File: src/rtl/lsu_mem_stage.sv
// Load/store unit for the M pipeline stage.
// This block checks the address of a load or store and raises AdEL/AdES
// when the access is bad. A good access becomes one bus transaction. The
// pipeline is stalled until the bus acknowledges. Load data is then taken
// from the right byte lane and extended to 32 bits.
module lsu_mem_stage #(
    parameter logic [31:0] DM_END  = 32'h0000_2FFF,
    parameter logic [31:0] T0_BASE = 32'h0000_7F00,
    parameter logic [31:0] T1_BASE = 32'h0000_7F10,
    parameter logic [31:0] IG_BASE = 32'h0000_7F20
) (
    input  logic        clk,
    input  logic        reset,
    input  logic        in_valid,
    input  logic        ld,
    input  logic        st,
    input  logic [1:0]  width,
    input  logic        sign_ext,
    input  logic [31:0] addr,
    input  logic        dm_ov,
    input  logic [31:0] wdata,
    input  logic        flush,
    output logic        stall_o,
    output logic        exc_valid,
    output logic [4:0]  exc_code,
    output logic [31:0] rdata_o,
    output logic        rdata_valid,
    output logic        bus_req,
    output logic        bus_we,
    output logic [31:0] bus_addr,
    output logic [3:0]  bus_be,
    output logic [31:0] bus_wdata,
    input  logic        bus_ack,
    input  logic [31:0] bus_rdata
);

    typedef enum logic [1:0] {
        IDLE = 2'd0,
        BUSY = 2'd1,
        DONE = 2'd2
    } state_t;

    state_t      state;
    state_t      state_next;

    logic        ld_r;
    logic        flushed_r;
    logic [1:0]  lo_r;
    logic [1:0]  width_r;
    logic        sext_r;

    logic        is_word;
    logic        is_half;
    logic        misaligned;
    logic        in_dm;
    logic        in_t0;
    logic        in_t1;
    logic        in_ig;
    logic        in_dev;
    logic        dev_width_bad;
    logic        timer_st8;
    logic        addr_exc;
    logic        req_live;
    logic        accept;

    logic [3:0]  be_next;
    logic [31:0] wdata_next;
    logic [15:0] lane_half;
    logic [7:0]  lane_byte;
    logic [31:0] load_ext;

    // Classify the incoming address. All the checks are ORed together because
    // the exception code depends only on whether the access is a load or a store.
    always_comb begin
        is_word       = width[1];
        is_half       = (width == 2'd1);
        misaligned    = (is_half && addr[0]) || (is_word && (addr[1:0] != 2'b00));
        in_dm         = (addr <= DM_END);
        in_t0         = (addr >= T0_BASE) && (addr < (T0_BASE + 32'd12));
        in_t1         = (addr >= T1_BASE) && (addr < (T1_BASE + 32'd12));
        in_ig         = (addr >= IG_BASE) && (addr < (IG_BASE + 32'd4));
        in_dev        = in_t0 || in_t1 || in_ig;
        dev_width_bad = in_dev && !is_word;
        timer_st8     = st && ((addr == (T0_BASE + 32'd8)) || (addr == (T1_BASE + 32'd8)));
        addr_exc      = dm_ov || misaligned || (!in_dm && !in_dev) || dev_width_bad || timer_st8;
        req_live      = in_valid && (ld || st);
        accept        = (state == IDLE) && req_live && !flush && !addr_exc;
    end

    // Compute the byte enables and the store data copied across the byte lanes for the request.
    always_comb begin
        be_next    = 4'b1111;
        wdata_next = wdata;
        case (width)
            2'd0: begin
                be_next    = 4'b0001 << addr[1:0];
                wdata_next = {4{wdata[7:0]}};
            end
            2'd1: begin
                be_next    = 4'b0011 << {addr[1], 1'b0};
                wdata_next = {2{wdata[15:0]}};
            end
            default: begin
                be_next    = 4'b1111;
                wdata_next = wdata;
            end
        endcase
    end

    // Pick the addressed lane out of the returned word and extend it.
    always_comb begin
        lane_half = lo_r[1] ? bus_rdata[31:16] : bus_rdata[15:0];
        lane_byte = lo_r[0] ? lane_half[15:8] : lane_half[7:0];
        case (width_r)
            2'd0:    load_ext = sext_r ? {{24{lane_byte[7]}}, lane_byte} : {24'd0, lane_byte};
            2'd1:    load_ext = sext_r ? {{16{lane_half[15]}}, lane_half} : {16'd0, lane_half};
            default: load_ext = bus_rdata;
        endcase
    end

    // Compute the next state and the handshake outputs. The outputs are forced low while reset is asserted.
    always_comb begin
        state_next  = state;
        stall_o     = 1'b0;
        exc_valid   = 1'b0;
        exc_code    = 5'd0;
        rdata_valid = 1'b0;
        if (reset) begin
            case (state)
                IDLE: begin
                    if (req_live && !flush) begin
                        if (addr_exc) begin
                            exc_valid = 1'b1;
                            exc_code  = ld ? 5'd4 : 5'd5;
                        end else begin
                            stall_o    = 1'b1;
                            state_next = BUSY;
                        end
                    end
                end
                BUSY: begin
                    stall_o = 1'b1;
                    if (bus_ack) begin
                        state_next = (flushed_r || flush) ? IDLE : DONE;
                    end
                end
                DONE: begin
                    rdata_valid = ld_r && !flush;
                    state_next  = IDLE;
                end
                default: state_next = IDLE;
            endcase
        end
    end

    // State register.
    always_ff @(posedge clk or negedge reset) begin
        if (!reset) begin
            state <= IDLE;
        end else begin
            state <= state_next;
        end
    end

    // Load the bus request when an access is accepted. Hold it unchanged until the acknowledge, then drop bus_req.
    always_ff @(posedge clk or negedge reset) begin
        if (!reset) begin
            bus_req   <= 1'b0;
            bus_we    <= 1'b0;
            bus_addr  <= 32'd0;
            bus_be    <= 4'd0;
            bus_wdata <= 32'd0;
            ld_r      <= 1'b0;
            lo_r      <= 2'd0;
            width_r   <= 2'd0;
            sext_r    <= 1'b0;
            flushed_r <= 1'b0;
        end else if (accept) begin
            bus_req   <= 1'b1;
            bus_we    <= st;
            bus_addr  <= {addr[31:2], 2'b00};
            bus_be    <= be_next;
            bus_wdata <= wdata_next;
            ld_r      <= ld;
            lo_r      <= addr[1:0];
            width_r   <= width;
            sext_r    <= sign_ext;
            flushed_r <= 1'b0;
        end else if (state == BUSY) begin
            if (flush) begin
                flushed_r <= 1'b1;
            end
            if (bus_ack) begin
                bus_req <= 1'b0;
            end
        end
    end

    // Capture load data on the acknowledge. A flushed load leaves the previous value in place.
    always_ff @(posedge clk or negedge reset) begin
        if (!reset) begin
            rdata_o <= 32'd0;
        end else if ((state == BUSY) && bus_ack && ld_r && !flushed_r && !flush) begin
            rdata_o <= load_ext;
        end
    end

endmodule

File: config.mk
export PLATFORM = sky130hd
export DESIGN_NAME = lsu_mem_stage
export DESIGN_NICKNAME = d
export VERILOG_FILES = /design/src/rtl/lsu_mem_stage.sv
export SDC_FILE = /design/constraint.sdc
export NUM_CORES = 1
export LEC_CHECK = 0
export BUFFER_PORTS_ARGS = -buffer_cell sky130_fd_sc_hd__buf_2
export CAP_MARGIN = 20
export CORE_UTILIZATION = 35
export CTS_BUF_LIST = sky130_fd_sc_hd__clkbuf_2 sky130_fd_sc_hd__clkbuf_4 sky130_fd_sc_hd__clkbuf_8
export DETAILED_ROUTE_END_ITERATION = 16
export SLEW_MARGIN = 20
export SYNTH_ARGS = -nofsm -noshare
export SYNTH_HDL_FRONTEND = slang
export SYNTH_SLANG_ARGS = --single-unit
File: constraint.sdc
create_clock -name clk -period 1.8 [get_ports clk]
set_input_delay 0.09 -clock clk [delete_from_list [all_inputs] [get_ports clk]]
set_output_delay 0.09 -clock clk [all_outputs]
set_load 0.01 [all_outputs]
==> results.cfg <==
[critical_path]
crit_slowest_cell = dfrtp_1
timing.critical_path.from_type = register
gate_family_responsible_for_the_most_delay_along_the_worst_path = simple AND/OR/NAND/NOR gates
crit_buf_inv = 2
max_stage_delay_ns = 0.42
worstPathCellList = nor4b_2, buf_4, nand2_4, nor3_2, buf_2
critical_path_required_time_ns = 1.71
worst-setup-path-type = register to output pin
cp-end-kind = output pin
critical_path_arrival_ns = 1.67
cp_max_fo = 3

[yosys]
ys.flop_type = dfrtp_1
synth_edf_count = 0
syn_area_cell_um2 = 11.1
synthMuxAreaShare = 0.172
yosys_warnings = 0
synth.distinct_cells = 46
synth-compound-area-share = 0.121
yosys.area_share.simple = 0.127
largest_family_of_logic_cells_by_synthesized_area = multiplexers
synth_async_sr_flop_share = 1.00
synth.cell_area_mm2 = 0.00512
ys_seq_elements = 109
adder_and_majority_cell_fraction_of_the_synthesized_area = 0
yosys.area_share.xor_xnor = 0
synth_instances = 463
part_of_the_yosys_area_used_for_sequential_elements = 0.533

[timing]
setup_viol_count_final = 0
timing_worst_slew_pin_value_ns = 0.532
layout_min_cycle_time_ns = 1.76
rsz0062_at_grt = yes
final_hold_viol_count = 0
drv_slew = 0
fin_setup_tns_ns = 0
timing.clock.skew_ns = 0.00983
setup_ws_final_ns = 0.0410
max_clock_freq_ghz = 0.569
worst_slew_margin = 0.645
layout_worst_path_cycle_share = 0.977

[cells_and_area]
design.final.nets = 837
post-route-cell-area_mm2 = 0.00729
layout.cells.most_common = buf_2
final_layout_size_suffix_gt1_frac = 0.412
syn_to_final_growth_pct = 42.3
most-common-layout-cells = 210 x buf_2, 108 x dfrtp_1, 60 x nand2_1

[placement]
place.detailed.hpwl_mm = 11.1
place.gp.congestion = 0.830
placement.setup.worst_slack_ns = -0.151
buffer_ports.inserted = 211
place_area_mm2 = 0.00648

[floorplanning]
initial_core_util = 0.363
die_w_um = 123
die_h_um = 123
rows = 43
design.die.area_mm2 = 0.0151
core_region_area_mm2 = 0.0141
boundary_pin_count = 217

[power]
internal_power_mw = 3.55
p_sw_frac = 0.234
ir_worst_vdd_v = 0.000331
leakagePower_nw = 3.98
power_density_mw_per_mm2 = 635
power.net_switching_mw = 1.08
power.sequential.fraction = 0.529
p_clk_frac = 0.370
pwr-share-comb = 0.101

[route]
route.vias.total = 4573
detailed_route_wire_length_per_cell_um = 16.7
first_iter_violations = 294
drcViolationCount = 0
firstDrtPassIters = 5
detailroute.wirelength.met2_mm = 7.50
ant_nets_after_route = 0
wl_met1_mm = 6.36
highest_routing_layer_actually_used = met5
vias_per_cell = 4.99
met3WireLength_mm = 1.12
wirelength_mm = 15.3

[job]
maxCapViolCount = 0

[clock_tree]
cts_max_level = 3
cts_tree = yes
clkLatencyLatePin_ns = 0.38
clockRootBuffer = clkbuf_8
numCtsBuffers = 9
clock_sink_count = 109
max-clock-path-buffers = 2
clk_pin_slew_ns = 0.10

[grt]
globalRouteOverflowTotal = 0
grt_use_total = 0.208
first_global_vias = 4769
maximum_number_of_pins_on_one_net_before_global_route_repair = 100
first_pass_grt_wire_length_mm = 23.8
initial_antenna_violation_count = 2

[run_status]
run_status = finished, final reports clean

[hold_path]
hp-class = primary input to register
==> worst min-delay path: stages <==
cell and delay (ns):
buf_2 0.08, nand2_1 0.04, o21ai_0 0.05, mux2_1 0.11
==> power by group through the flow <==
| stage | Clock, mW | Combinational, mW | Sequential [mW] |
|---|---|---|---|
| floorplan | 0 | 0.130 | 2.50 |
| global placement | 0 | 0.373 | 2.50 |
| detailed placement | 0 | 0.381 | 2.50 |
| CTS | 1.77 | 0.463 | 2.45 |
| global route | 1.87 | 0.514 | 2.45 |
| finish | 1.71 | 0.468 | 2.45 |
==> registers in the layout, summed over array words and instances (netlist names) <==
register	count
bus_be	4
bus_we	1
bus_req	1
width_r	2
rdata_o	32
ld_r	1
bus_addr	30
lo_r	2
flushed_r	1
bus_wdata	32
state	2
sext_r	1
==> cell usage after synthesis, types with 3 or more instances <==
library cell,count,share of area
dfrtp_1,109,0.53
nand2_1,61,0.045
mux2_1,50,0.11
o21ai_0,42,0.041
nor2_1,23,0.017
a21oi_1,22,0.022
mux2_2,20,0.044
and2_1,18,0.022
clkbuf_1,16,0.012
inv_1,11,0.0081
a221oi_1,8,0.014
buf_4,8,0.012
mux2i_1,8,0.016
nor2b_1,8,0.0098
a222oi_1,7,0.014
a31oi_1,6,0.0073
buf_6,5,0.011
nor4_1,4,0.0049
a211oi_1,3,0.0044
==> area by class of cell <==
class / instances / area (um2)
multi-input combinational: 314 / 2270
antenna: 2 / 5.00
clock buffer: 11 / 151
timing repair buffer: 285 / 1790
clock inverter: 5 / 81.3
sequential: 109 / 2730
inverter: 11 / 41.3
fill: 1278 / 6810
tap: 180 / 225
==> per-layer routing <==
metal,track usage,vias up
met5,0,-
met4,0.0877,2
met3,0.0554,24
met2,0.352,200
met1,0.249,2195
li1,-,2152
==> stage by stage <==
stage	hold slack (ns)	utilization	instances	power [mW]
final	0.0269	0.517	917	4.63
after global routing	0.0332	0.517	916	4.83
after CTS	0.00532	0.510	915	4.68
after detailed placement	-0.0432	0.460	852	2.88
after global placement	-0.0475	0.460	852	2.87
after floorplan	-0.206	-	467	2.63
==> final timing paths <==
path / cells past startpoint / slack [ns] / start / endpoint
min reg2reg: 2 / 0.49 / rdata_o[6] / rdata_o[6]
min: 4 / 0.03 / wdata[29] / bus_wdata[29]
min in group asynchronous: 2 / 0.14 / reset / state[1]
max: 5 / 0.04 / state[1] / exc_code[0]
max in group asynchronous: 3 / 0.88 / reset / bus_addr[13]
max reg2reg: 5 / 0.06 / state[1] / bus_wdata[12]
==> cells by family (layout without fill, tap and decap cells) <==
family	after synthesis	after routing
flip-flops	109	109
AND/OR/NAND/NOR	133	133
multiplexers	79	79
AO/OA/AOI/OAI	97	97
buffers and inverters	44	312
other	1	7
==> timing repair <==
action | CTS | global route
hold endpoints to repair | 155 | 0
hold buffers | 47 | 0
pin swaps | 0 | 5
endpoints found under the setup margin | 10 | 31
resized for setup | 2 | 23
buffers inserted | 0 | 0
No activity file was read; power rests on OpenSTA's default activity.
